File: src/rtl/adc_frame_packer.sv
// ADC-to-64-bit frame packer: selects one of NUM_CH sample buses, packs samples MSB-first,
// frames words with a one-word idle gap, and emits a TLP header every WORDS_PER_TLP words.
`timescale 1ns/1ps
module adc_frame_packer #(
    parameter int SAMPLE_W      = 8,
    parameter int NUM_CH        = 2,
    parameter int WORDS_PER_TLP = 16
) (
    input  logic                         InputClock,
    input  logic                         rst,
    input  logic [NUM_CH*SAMPLE_W-1:0]   ADC_in,
    input  logic [1:0]                   ChannelSelect,
    input  logic                         AutoSwitch,
    input  logic                         TestMode,
    input  logic [12:0]                  FrameLength,
    input  logic [15:0]                  BufferLengthTLPs,
    input  logic                         FifoFull,
    output logic [63:0]                  TLPData,
    output logic                         DataWriteEnable,
    output logic [39:0]                  TLPHeader,
    output logic                         HeaderWriteEnable,
    output logic                         FrameStart,
    output logic [15:0]                  DroppedFrames
);
    localparam int SPW = 64 / SAMPLE_W;
    localparam int PW  = $clog2(SPW);
    localparam int TW  = $clog2(WORDS_PER_TLP);
    localparam logic [PW-1:0] P_LAST = PW'(SPW - 1);
    localparam logic [TW-1:0] T_LAST = TW'(WORDS_PER_TLP - 1);
    localparam logic [63:0] SLOT_MASK = {{(64-SAMPLE_W){1'b0}}, {SAMPLE_W{1'b1}}};

    logic                r_run;
    logic                r_fs;
    logic [PW-1:0]       r_p;
    logic [63:0]         r_acc;
    logic [63:0]         r_data;
    logic                r_pend;
    logic                r_gap;
    logic [12:0]         r_w;
    logic [TW-1:0]       r_t;
    logic [15:0]         r_tlp;
    logic [15:0]         r_buf;
    logic [SAMPLE_W-1:0] r_tcnt;
    logic                r_drop;
    logic [15:0]         r_dropped;
    logic [12:0]         r_len_sh;
    logic [15:0]         r_buflen_sh;
    logic [1:0]          r_chsel_sh;
    logic                r_auto_sh;

    logic [1:0]          w_chsel;
    logic                w_auto;
    logic [1:0]          w_ch;
    logic [SAMPLE_W-1:0] w_adc;
    logic [SAMPLE_W-1:0] w_sample;
    int                  w_slot_shift;
    logic [63:0]         w_word;
    logic                w_dwe;
    logic                w_hwe;
    logic [39:0]         w_hdr;

    // Channel config in effect this cycle: the frame-start cycle already uses the new port values
    always_comb begin
        if (r_fs) begin
            w_chsel = ChannelSelect;
            w_auto  = AutoSwitch;
        end else begin
            w_chsel = r_chsel_sh;
            w_auto  = r_auto_sh;
        end
    end

    // Channel choice and sample source
    always_comb begin
        w_ch = 2'd0;
        if (w_auto) begin
            w_ch = 2'(int'(r_p) % NUM_CH);
        end else if (int'(w_chsel) < NUM_CH) begin
            w_ch = w_chsel;
        end else begin
            w_ch = 2'd0;
        end
        w_adc = SAMPLE_W'(ADC_in >> (int'(w_ch) * SAMPLE_W));
        if (TestMode) begin
            w_sample = r_tcnt;
        end else begin
            w_sample = w_adc;
        end
    end

    // Accumulator with the current sample merged into slot p (slot 0 is the MSB end)
    always_comb begin
        w_slot_shift = 64 - (int'(r_p) + 1) * SAMPLE_W;
        w_word = (r_acc & ~(SLOT_MASK << w_slot_shift))
               | ({{(64-SAMPLE_W){1'b0}}, w_sample} << w_slot_shift);
    end

    // Strobes are gated by FifoFull in the very cycle the word is presented
    always_comb begin
        w_dwe = r_pend & ~r_drop & ~FifoFull;
        w_hwe = w_dwe & (r_t == T_LAST);
        if (w_hwe) begin
            w_hdr = {r_buf, r_tlp, r_chsel_sh, r_auto_sh, TestMode, 4'b1111};
        end else begin
            w_hdr = 40'd0;
        end
    end

    // Packing, framing, TLP bookkeeping and drop tracking
    always_ff @(posedge InputClock or negedge rst) begin
        if (!rst) begin
            r_run       <= 1'b0;
            r_fs        <= 1'b0;
            r_p         <= '0;
            r_acc       <= 64'd0;
            r_data      <= 64'd0;
            r_pend      <= 1'b0;
            r_gap       <= 1'b0;
            r_w         <= 13'd0;
            r_t         <= '0;
            r_tlp       <= 16'd0;
            r_buf       <= 16'd0;
            r_tcnt      <= '0;
            r_drop      <= 1'b0;
            r_dropped   <= 16'd0;
            r_len_sh    <= 13'd0;
            r_buflen_sh <= 16'd0;
            r_chsel_sh  <= 2'd0;
            r_auto_sh   <= 1'b0;
        end else if (!r_run) begin
            r_run <= 1'b1;
            r_fs  <= 1'b1;
        end else begin
            r_fs   <= 1'b0;
            r_pend <= 1'b0;
            r_acc  <= w_word;
            r_tcnt <= r_tcnt + SAMPLE_W'(1);
            if (r_fs) begin
                r_len_sh    <= FrameLength;
                r_buflen_sh <= BufferLengthTLPs;
                r_chsel_sh  <= ChannelSelect;
                r_auto_sh   <= AutoSwitch;
            end
            if (r_p == P_LAST) begin
                r_p <= '0;
                if (r_gap) begin
                    r_gap <= 1'b0;
                    r_w   <= 13'd0;
                    r_fs  <= 1'b1;
                    if (r_drop) begin
                        r_drop <= 1'b0;
                        r_t    <= '0;
                    end
                end else begin
                    r_data <= w_word;
                    r_pend <= 1'b1;
                    if (r_w == r_len_sh) begin
                        r_gap <= 1'b1;
                    end else begin
                        r_w <= r_w + 13'd1;
                    end
                end
            end else begin
                r_p <= r_p + PW'(1);
            end
            if (w_dwe) begin
                if (r_t == T_LAST) begin
                    r_t <= '0;
                end else begin
                    r_t <= r_t + TW'(1);
                end
                if (w_hwe) begin
                    if (r_tlp == r_buflen_sh) begin
                        r_tlp <= 16'd0;
                        r_buf <= r_buf + 16'd1;
                    end else begin
                        r_tlp <= r_tlp + 16'd1;
                    end
                end
            end else if (r_pend && !r_drop && FifoFull) begin
                r_drop <= 1'b1;
                if (r_dropped != 16'hFFFF) begin
                    r_dropped <= r_dropped + 16'd1;
                end
            end
        end
    end

    assign TLPData           = r_data;
    assign DataWriteEnable   = w_dwe;
    assign HeaderWriteEnable = w_hwe;
    assign TLPHeader         = w_hdr;
    assign FrameStart        = r_fs;
    assign DroppedFrames     = r_dropped;
endmodule
File: config.mk
export PLATFORM = sky130hd
export DESIGN_NAME = adc_frame_packer
export DESIGN_NICKNAME = d
export VERILOG_FILES = /design/src/rtl/adc_frame_packer.sv
export SDC_FILE = /design/constraint.sdc
export NUM_CORES = 1
export LEC_CHECK = 0
export CELL_PAD_IN_SITES_DETAIL_PLACEMENT = 1
export CELL_PAD_IN_SITES_GLOBAL_PLACEMENT = 2
export CORE_MARGIN = 3
export CORE_UTILIZATION = 38
export DETAILED_ROUTE_END_ITERATION = 8
export MAX_ROUTING_LAYER = met4
export PLACE_DENSITY = 0.95
export SYNTH_ARGS = -nofsm -noshare
export SYNTH_HDL_FRONTEND = slang
export SYNTH_SLANG_ARGS = --single-unit
File: constraint.sdc
create_clock -name InputClock -period 6 [get_ports InputClock]
set_input_delay 1.2 -clock InputClock [delete_from_list [all_inputs] [get_ports InputClock]]
set_output_delay 1.2 -clock InputClock [all_outputs]
set_load 0.02 [all_outputs]
=== Word level (Yosys, flattened, before mapping) ===
Cells that the tools add are included.

* Add/sub/neg operators: 9
* Magnitude comparators: 1
* Equality and inequality tests: 6
* Shifts and indexed selects: 3
* Muxes and demuxes: 26
* Bitwise logic cells: 10
* Reduce and logical (&&, ||, !) cells: 14

{| class="wikitable"
|+ Operator list
! kind !! number
|-
| $and A64 B64 Y64 || 1
|-
| $not A64 Y64 || 1
|-
| $or A64 B64 Y64 || 1
|-
| $shl A8 B32 Y64 || 1
|-
| $shl A8 B32 Y64 const A || 1
|-
| $add A16 B1 Y16 const B || 3
|-
| $mux W40 || 1
|-
| $mux W13 || 2
|-
| $mux W4 || 5
|-
| $eq A16 B16 Y1 || 1
|-
| $mux W16 || 1
|-
| $ne A16 B16 Y1 const B || 1
|-
| $shr A16 B5 Y8 || 1
|-
| $add A13 B1 Y13 const B || 1
|-
| $eq A13 B13 Y1 || 1
|-
| $mux W1 || 12
|-
| $reduce_and A4 Y1 || 3
|-
| $reduce_and A3 Y1 || 3
|-
| $add A8 B1 Y8 const B || 1
|-
| $mux W8 || 1
|-
| $sub A7 B7 Y8 const A || 1
|-
| $mux W2 || 3
|-
| $reduce_bool A2 Y1 || 3
|-
| $add A3 B1 Y4 const B || 1
|-
| other kinds (12) || 19
|}

* Register bits after elaboration: 241
* Input port bits: 52
* Output and inout port bits: 123
* Logic and storage cells: 87

=== Logic depth before layout (Yosys ltp) ===
* Depth in word-level cells: 8
* Mapped depth: 10
* Mapped depth without buffers: 8

=== Worst setup path after synthesis ===
OpenSTA, ideal clock, no wires.

* Path type: input -> output
* Start: input FifoFull
* End: output TLPHeader[28]
* Arrival time: 2,594 ps
* Data required time: 4,800 ps
* Slack: 2,206 ps
* Stages: 5
* Path buffers: 2
* Cells stage by stage: or3b_1 > buf_4 > nor2_8 > clkbuf_1 > and2_1

* Word-level cells in the longest chain between the ends: 4

{| class="wikitable"
|+ RTL lines
! item !! RTL line !! RTL
|-
| start, declared || 17 || <nowiki>input logic FifoFull,</nowiki>
|-
| $not A1 Y1 || 100 || <nowiki>w_dwe = r_pend & ~r_drop & ~FifoFull;</nowiki>
|-
| $and A1 B1 Y1 || 100 ||
|-
| $and A1 B1 Y1 || 101 || <nowiki>w_hwe = w_dwe & (r_t == T_LAST);</nowiki>
|-
| via HeaderWriteEnable || 21 || <nowiki>output logic HeaderWriteEnable,</nowiki>
|-
| $mux W40 || 102 || <nowiki>if (w_hwe) begin</nowiki>
|-
| end, declared || 20 || <nowiki>output logic [39:0] TLPHeader,</nowiki>
|}

The timed path passes the listed nets, and every way through them passes these cells.

=== Worst setup path after layout ===
* Start: input FifoFull
* End: output TLPHeader[18]

* Word-level cells in the longest chain between the ends: 4

{| class="wikitable"
|+ RTL lines
! item !! RTL line
|-
| $not A1 Y1 || 100
|-
| $and A1 B1 Y1 || 100
|-
| $and A1 B1 Y1 || 101
|-
| $mux W40 || 102
|}

No other way between the ends.

==> metrics <==
met2 Use GR=35.49%; total track usage=20.76%; Slew headroom=22.42%; Via density=5.501; WS Path Type=in -> out; postcts setup bufs=0; Placed Instances=1544; syn nets=1096; Worst Clk Skew=0.02295 ns; top post-synthesis cells by count=241 x dfrtp_1, 87 x nand2_1, 83 x o21ai_0; endpoint arrival time on the critical path=3.45 ns; post-route minimum period=4.651 ns; count leader, synth=dfrtp_1; Mapped Cells=1030; initial cell density of the core=38.71%; CP Cell Sequence=clkdlybuf4s50_1 > or3b_1 > nor2_8 > and2_1 > clkdlybuf4s50_1; nets=1255; Worst Hold Class=reg -> reg; initial detailed-routing violation count=567; Hold Fails Final Rpt=0; most frequent CP cell=clkdlybuf4s50_1; fin cells=1592; io pins=175; TritonCTS buffer count=27; Filler cells=3160; met3 Use GR=2.289%; CP max stage delay=0.61 ns; total length of routed wires=31700 um; CP Capture Type=primary output; main flop type after synthesis=dfrtp_1; DRC viols=0; clk slew on worst S/H paths=0.06 ns; Die Span Y=177.5 um; Netlist cell types=58; final core occ=48.66%; vias in the first global route=9229; ys async rst share=100.0%; flops & latches, synth=241; status=completed; Avg Cell Area, Syn=10.85 um^2; Routed Antenna Nets=0; Worst Path Buf+Inv=2; Yosys top cell area share=53.99%; P_leak=0.006090 uW; Seq/Total Area, Yosys=53.99%; setup slack after layout=1.349 ns; largest net degree at the start of global routing=133; Critical Path Source=FifoFull; Slew Limit Fails=0; detailed-placement wirelength estimate=21490 um; die area=31490 um^2; worst r2r src=r_p[0]$_DFFE_PN0P_; gpl congestion=0.7973; Area growth, synth to finish=25.69%; share of layout cells above drive strength 1=8.616%; Core ar.=28860 um^2; Reg area=6031 um^2; Highest Clock Rate=215.0 MHz; critical path's slowest cell=clkdlybuf4s50_1; YS warnings=0; Site Rows=62; total vias in the final route=8758; hold path startpoint=r_tcnt[6]$_DFFE_PN0P_; number of enable flip-flop cells after synthesis=0; initial antenna violation count=1; most used routing layer=met2; global-route wire length before repair=51540 um; WL/cell=19.91 um; setup_tns=0 ns; Area contributors post-synth=dfrtp_1 54%, mux2_2 4.5%, xor2_1 4.2%; final worst path period share=77.52%; met1 Use GR=26.22%; cell taking the most area after synthesis=dfrtp_1; Num Clock Sinks=241; IO buf count=174; H-tree depth=1; clock root cell=clkbuf_16; CP top delay family=simple AND/OR/NAND/NOR gates; CTS tree=built; overflow left after global routing=0; Cell Area, Synth=11170 um^2; clk buf depth=3; hold buffer count at CTS=0; Worst Tran Pin Value=1.164 ns; RSZ-0062 raised after global routing=no; Clk Latency, worst-skew pair=0.55 ns; Die Span X=177.5 um; Setup violations, final=0; CP startpoint kind=input pin; count of cells resized by post-cts repair=0; pwr dens=429.9 nW/um^2; maximum vdd drop=0.2087 mV; Max FO, Critical Path=41; Max-Cap Viols=0; required time of the worst setup path=4.80 ns; dpl ws=1.319 ns; area of the multi-input gates=4741 um^2; DRT Pass-1 Iters=7
## state kept, by name, summed over array words and instances, names as in the netlist, 4 cells and up
register	count
DroppedFrames	16
TLPData	64
r_len_sh	13
r_tlp	16
r_tcnt	8
r_buf	16
r_acc	64
r_t	4
r_buflen_sh	16
r_w	13
## per-layer routing
layer / wire, um / share of wire (%)
met3: 1272 / 4.0
met2: 15870 / 50
met4: 835 / 2.6
met1: 13720 / 43
met5: 0 / 0
## where the power goes
part | total, uW | switching, uW | leakage, uW | internal [uW]
sequential | 2470 | 360 | 0.00304 | 2110
combinational | 1970 | 1100 | 0.00263 | 868
clock | 1600 | 668 | 0.000420 | 927
total | 6040 | 2130 | 0.00609 | 3910
## cell families (layout without fill, tap and decap cells)
logic type | Yosys count | after routing | synth area share, %
muxes | 48 | 48 | 4.805
adders and majority gates | 14 | 14 | 1.568
buffers and inverters | 84 | 261 | 3.573
AOI/OAI and AO/OA | 244 | 244 | 15.17
and+or+nand+nor | 325 | 325 | 15.14
xor gates and xnor gates | 73 | 73 | 5.724
other | 1 | 2 | 0.03357
DFF | 241 | 241 | 53.99
## layout by cell type, fill, tap and decap left out, types with 34 or more instances in the layout
master	count
dfrtp_1	241
clkdlybuf4s50_1	173
nand2_1	87
o21ai_0	83
xor2_1	54
a22oi_1	48
nor2_1	47
mux2_2	45
nand3_1	43
a22o_1	37
and2_1	35
inv_1	34
## final timing paths
kind                                            to  slack (ns)  cells past startpoint
setup reg to reg           TLPData[59]$_DFFE_PN0P_        2.20                      8
setup / recovery                     TLPHeader[18]        1.35                      5
hold reg to reg              r_tcnt[6]$_DFFE_PN0P_        0.48                      1
hold / removal               r_tcnt[6]$_DFFE_PN0P_        0.48                      1
min in group asynchronous    r_tcnt[4]$_DFFE_PN0P_        0.73                      1
max in group asynchronous       r_w[8]$_DFFE_PN0P_        4.11                      2
## layout make-up
type	count	share of cell area, %
diodes	1	0.01782
inverters	34	0.9089
repair buffers	180	12.85
clock buffers	42	5.783
multi-input cells	705	33.76
well taps	384	3.422
flip-flops and latches	241	42.95
clock inverters	5	0.3030
## metrics by stage
stage / hold slack [ns] / instance area, um^2 / total power, uW
floorplan: 0.4336 / 11170 / 3569
global placement: 0.4598 / 13180 / 4357
detailed placement: 0.4693 / 13180 / 4451
CTS: 0.4769 / 14040 / 6086
global route: 0.4997 / 14040 / 6393
finish: 0.4767 / 14040 / 6036
No activity file was read; power rests on OpenSTA's default activity.
==> patch 1: new RTL, same settings <==
Change the parameter `WORDS_PER_TLP` from 16 to 8.
--- a/src/rtl/adc_frame_packer.sv
+++ b/src/rtl/adc_frame_packer.sv
@@ -4,7 +4,7 @@
 module adc_frame_packer #(
     parameter int SAMPLE_W      = 8,
     parameter int NUM_CH        = 2,
-    parameter int WORDS_PER_TLP = 16
+    parameter int WORDS_PER_TLP = 8
 ) (
     input  logic                         InputClock,
     input  logic                         rst,
Check against the original RTL: no difference found for any inputs over 4 cycles, from zero or initial values and one cycle with rst low; that may be too few to reach the edited logic, so the function may still have changed.
==> patch 1 against the original RTL <==
  * Final area grew 1.4%
  * Power rose by 4.2%
  * Area after synthesis grew 0.45%
  * Sequential share of layout area down 0.76 points
  * Sequential cell count down 1
  * Routed wire length shrank 1.6%
  * First-iteration DRC count is 17% lower
  * Setup slack improved by 0.41 ns
  * Critical endpoint is now TLPHeader[3]
  * Largest cell class unchanged
  * Highest routed layer unchanged
==> patch 1: results (changes against the original RTL) <==
stage	metric	value	unit	change
outcome	status	complete, no violations		unchanged
clock_tree	cts_setup_buffers	0		unchanged
clock_tree	cts.path.max_buffers	3		unchanged
placed_design	pre_cts_ws	1.66	ns	was 1.32 ns
logic_synthesis	synthTopCellsByArea	dfrtp_1 (54%), xnor2_1 (4.5%), mux2_2 (4.4%)		was dfrtp_1 (54%), mux2_2 (4.5%), xor2_1 (4.2%)
power_and_ir_drop	ir_drop	203	uV	was 209 uV
logic_synthesis	synth_warnings	0		unchanged
critical_path	ff2ff_path_depth	7		was 8
worst_hold_path	min_from	r_acc[33]$_DFFE_PN0P_		was r_tcnt[6]$_DFFE_PN0P_
global_routing	track_usage	0.202		was 0.208
clock_tree	post_cts_resized	0		unchanged
critical_path	rrSetupSlack	2.26	ns	was 2.20 ns
logic_synthesis	synthTopCellsByCount	dfrtp_1 (240), nand2_1 (121), xnor2_1 (58), and3_1 (51), nand3_1 (49)		was dfrtp_1 (241), nand2_1 (87), o21ai_0 (83), xor2_1 (54), a22oi_1 (48)
sta	skew	0.00853	ns	was 0.0229 ns
placed_design	portBuffers	174		unchanged
finish	diodes	0		was 1
placed_design	hpwl	20800	um	was 21,500 um
power_and_ir_drop	p_leak	0.00610	uW	was 0.00609 uW
drt	drt_iter0_drc	471		was 567
global_routing	grt_pass1_vias	9300		was 9,229
finish	fill_cells	3104		was 3,160
worst_hold_path	worstHoldPathType	reg -> reg		unchanged
placed_design	routabilityCongestion	0.790		was 0.797
critical_path	critPathArrivalTime	3.04	ns	was 3.45 ns
logic_synthesis	synth_edf_count	0		unchanged
clock_tree	clk_pin_slew	0.06	ns	about the same
clock_tree	root_buffer	clkbuf_16		unchanged
worst_hold_path	min_delay_worst_endpoint	r_acc[33]$_DFFE_PN0P_		was r_tcnt[6]$_DFFE_PN0P_
critical_path	r2r-start	r_p[0]$_DFFE_PN0P_		unchanged
drt	first_pass_iters	4		was 7
logic_synthesis	ys_seq_area_frac	0.535		was 0.540
global_routing	grt_max_degree	140		was 133
drt	ant_nets	0		unchanged
drt	vias	8665		was 8,758
global_routing	antenna_found_initial	0		was 1
finish	drive_gt1_frac	0.0996		was 0.0862
global_routing	grt_pass1_wl	50300	um	was 51,500 um
drt	drt-total-wl	31200	um	was 31,700 um
clock_tree	cts_inserted_buffers	28		was 27
clock_tree	htreeDepth	1		unchanged
logic_synthesis	syn_nets	1109		was 1,096
clock_tree	insertion_delay	0.54	ns	
critical_path	crit_path_max_fanout	32		was 41
critical_path	worstReg2RegEnd	TLPData[23]$_DFFE_PN0P_		was TLPData[59]$_DFFE_PN0P_
logic_synthesis	yosysUniqueCellTypes	61		was 58
logic_synthesis	async_reset_ff_frac	1.00		unchanged
sta	relSlewSlack	0.200		was 0.224
worst_hold_path	min_path_cells	2		was 1
finish	finalNetCount	1258		was 1,255
[patch 1: layout make-up]
class,instances,share of cell area
clock buffer,37,0.0559
clock inverter,13,0.0154
inverter,46,0.0121
multi-input combinational,697,0.333
sequential,240,0.422
tap,384,0.0337
timing repair buffer,182,0.128
[patch 1: logic make-up (layout without fill, tap and decap cells)]
group,after synthesis,in the layout,share of synthesized area
simple gates,345,345,0.155
flops,240,240,0.535
compound gates,196,196,0.126
buf+inv,109,278,0.0434
xor+xnor,81,81,0.0632
mux,63,63,0.0642
fa+ha+maj,11,11,0.0123
other cells,1,1,0.000334
[patch 1: metal layers]
| metal | vias to the layer above | track usage | share of wire |
|---|---|---|---|
| li1 | 4046 | - | - |
| met1 | 4428 | 0.269 | 0.46 |
| met2 | 162 | 0.335 | 0.49 |
| met3 | 29 | 0.0293 | 0.034 |
| met4 | 0 | 0.0363 | 0.015 |
| met5 | - | - | 0 |
[patch 1: power breakdown]
group          switching [uW]  total [uW]  internal, uW
Sequential                353        2460          2110
Clock                     677        1860          1180
Combinational            1110        1970           860
[patch 1: how the worst max path moves through the flow]
stage,startpoint,to,slack [ns],cells after the start
after floorplan,FifoFull,TLPHeader[0],2.28,4
after global placement,AutoSwitch,TLPData[57]$_DFFE_PN0P_,1.75,6
after detailed placement,AutoSwitch,TLPData[25]$_DFFE_PN0P_,1.66,6
after CTS,FifoFull,TLPHeader[3],1.76,5
after global routing,r_t[0]$_DFFE_PN0P_,TLPHeader[3],1.63,4
final,FifoFull,TLPHeader[3],1.76,5
[patch 1: per-stage QoR]
stage,std cells,power (uW),hold slack (ns),cell area [um^2],utilization
2_1_floorplan,1046,3590,0.438,11200,-
3_3_place_gp,1549,4370,0.453,13200,0.457
3_5_place_dp,1549,4460,0.462,13200,0.457
4_1_cts,1599,6360,0.475,14200,0.492
5_1_grt,1599,6670,0.496,14200,0.492
6_report,1599,6290,0.473,14200,0.492
[patch 1: worst max-delay path, stage by stage]
cell,delay [ns]
clkdlybuf4s50_1,0.43
nor3b_2,0.21
buf_4,0.31
and2_1,0.24
clkdlybuf4s50_1,0.64
==> patch 2: new RTL, config.mk and constraints unchanged <==
Without the edit above. Register the input `TestMode` before use. The logic sees it one clock later. The other inputs are not delayed to match.
--- a/src/rtl/adc_frame_packer.sv
+++ b/src/rtl/adc_frame_packer.sv
@@ -29,6 +29,12 @@
     localparam logic [TW-1:0] T_LAST = TW'(WORDS_PER_TLP - 1);
     localparam logic [63:0] SLOT_MASK = {{(64-SAMPLE_W){1'b0}}, {SAMPLE_W{1'b1}}};
 
+    logic TestMode_q;
+
+    always_ff @(posedge InputClock) begin
+        TestMode_q <= TestMode;
+    end
+
     logic                r_run;
     logic                r_fs;
     logic [PW-1:0]       r_p;
@@ -81,7 +87,7 @@
             w_ch = 2'd0;
         end
         w_adc = SAMPLE_W'(ADC_in >> (int'(w_ch) * SAMPLE_W));
-        if (TestMode) begin
+        if (TestMode_q) begin
             w_sample = r_tcnt;
         end else begin
             w_sample = w_adc;
@@ -100,7 +106,7 @@
         w_dwe = r_pend & ~r_drop & ~FifoFull;
         w_hwe = w_dwe & (r_t == T_LAST);
         if (w_hwe) begin
-            w_hdr = {r_buf, r_tlp, r_chsel_sh, r_auto_sh, TestMode, 4'b1111};
+            w_hdr = {r_buf, r_tlp, r_chsel_sh, r_auto_sh, TestMode_q, 4'b1111};
         end else begin
             w_hdr = 40'd0;
         end
Check against the original RTL: no difference found for any inputs over 4 cycles, from zero or initial values and one cycle with rst low; that may be too few to reach the edited logic, so the function may still have changed.
==> patch 2 against the original RTL <==
  * Synthesized cell count is 2.9% lower
  * Routed wire length is 4.9% higher
  * Power is 1.1% higher
  * Final area is 1.1% higher
  * Setup slack worse by 0.33 ns
  * Worst hold slack worse by 0.0055 ns
  * Area after synthesis is 0.26% lower
  * Sequential cell count is 1 higher
  * First-iteration DRC count is 16% higher
  * Final cell count is 0.82% lower
  * Count of clock-buffer cells in the layout is 2 lower
  * Critical path type unchanged
  * Critical endpoint is now TLPHeader[37]
==> patch 2: results (changes against the original RTL) <==
stage	metric	value	unit	change
drt	drt_iter0_drc	657		was 567
logic_synthesis	synthTopCellsByArea	dfrtp_1 (54%), mux2_2 (5.5%), xor2_1 (3.9%)		was dfrtp_1 (54%), mux2_2 (4.5%), xor2_1 (4.2%)
sta	hold_slack	0.471	ns	was 0.477 ns
power_and_ir_drop	p_switching	2120	uW	was 2130 uW
drt	first_pass_iters	5		was 7
finish	diodes	0		was 1
drt	vias_per_cell	5.56		was 5.50
finish	finalNetCount	1241		was 1,255
global_routing	grt_pass1_wl	52400	um	was 51,500 um
drt	dr_wl_met2	15500	um	was 15,900 um
power_and_ir_drop	power.internal	3980	uW	was 3910 uW
critical_path	critPathCapture	TLPHeader[37]		was TLPHeader[18]
drt	post_drt_wl_per_cell	21.1	um	was 19.9 um
global_routing	track_usage	0.215		was 0.208
outcome	status	complete, no violations		unchanged
placed_design	hpwl	22500	um	was 21,500 um
placed_design	routabilityCongestion	0.782		was 0.797
power_and_ir_drop	p_leak	0.00620	uW	was 0.00609 uW
global_routing	grt_pass1_vias	9308		was 9,229
global_routing	grt_max_degree	125		was 133
critical_path	worstReg2RegEnd	TLPData[32]$_DFFE_PN0P_		was TLPData[59]$_DFFE_PN0P_
critical_path	rrSetupSlack	2.43	ns	was 2.20 ns
logic_synthesis	synthTopCellsByCount	dfrtp_1 (241), nand2_1 (84), mux2_2 (54), and2_1 (51)		was dfrtp_1 (241), nand2_1 (87), o21ai_0 (83), xor2_1 (54), a22oi_1 (48)
logic_synthesis	ys_seq_area_frac	0.543		was 0.540
finish	drive_gt1_frac	0.100		was 0.0862
placed_design	pre_cts_ws	0.973	ns	was 1.32 ns
critical_path	crit_path_max_fanout	25		was 41
power_and_ir_drop	ir_drop	254	uV	was 209 uV
critical_path	critPathArrivalTime	3.78	ns	was 3.45 ns
sta	relSlewSlack	0.229		was 0.224
drt	wl_met1	15400	um	was 13,700 um
logic_synthesis	yosysUniqueCellTypes	56		was 58
logic_synthesis	async_reset_ff_frac	0.996		was 1.00
sta	skew	0.0137	ns	was 0.0229 ns
drt	vias	8784		was 8,758
placed_design	post-place-cells	1531		was 1,544
patch 2: final cells by class:
class                           count  area [um^2]
Fill cell                        3027        14600
Sequential cell                   242         6050
Multi-Input combinational cell    675         4740
Timing Repair Buffer              189         1870
Clock buffer                       40          783
Tap cell                          384          480
Inverter                           41          154
Clock inverter                      8          104
patch 2: routing by layer:
layer / GRT usage / up-vias
met5: - / -
met4: 0.0514 / 0
met3: 0.0255 / 51
met2: 0.337 / 224
met1: 0.301 / 4528
li1: - / 3981
patch 2: cells by family after synthesis:
logic type | count (synthesis) | synth area share
and+or+nand+nor | 307 | 0.145
DFF | 242 | 0.543
AOI/OAI and AO/OA | 215 | 0.143
buffers and inverters | 83 | 0.0316
xor gates and xnor gates | 74 | 0.0582
muxes | 64 | 0.0636
adders and majority gates | 14 | 0.0157
other | 1 | 0.000337
patch 2: critical path: cells and delay by family:
kind	cells	cell delay, ns
buf+inv	3	1.36
simple gates	3	1.21
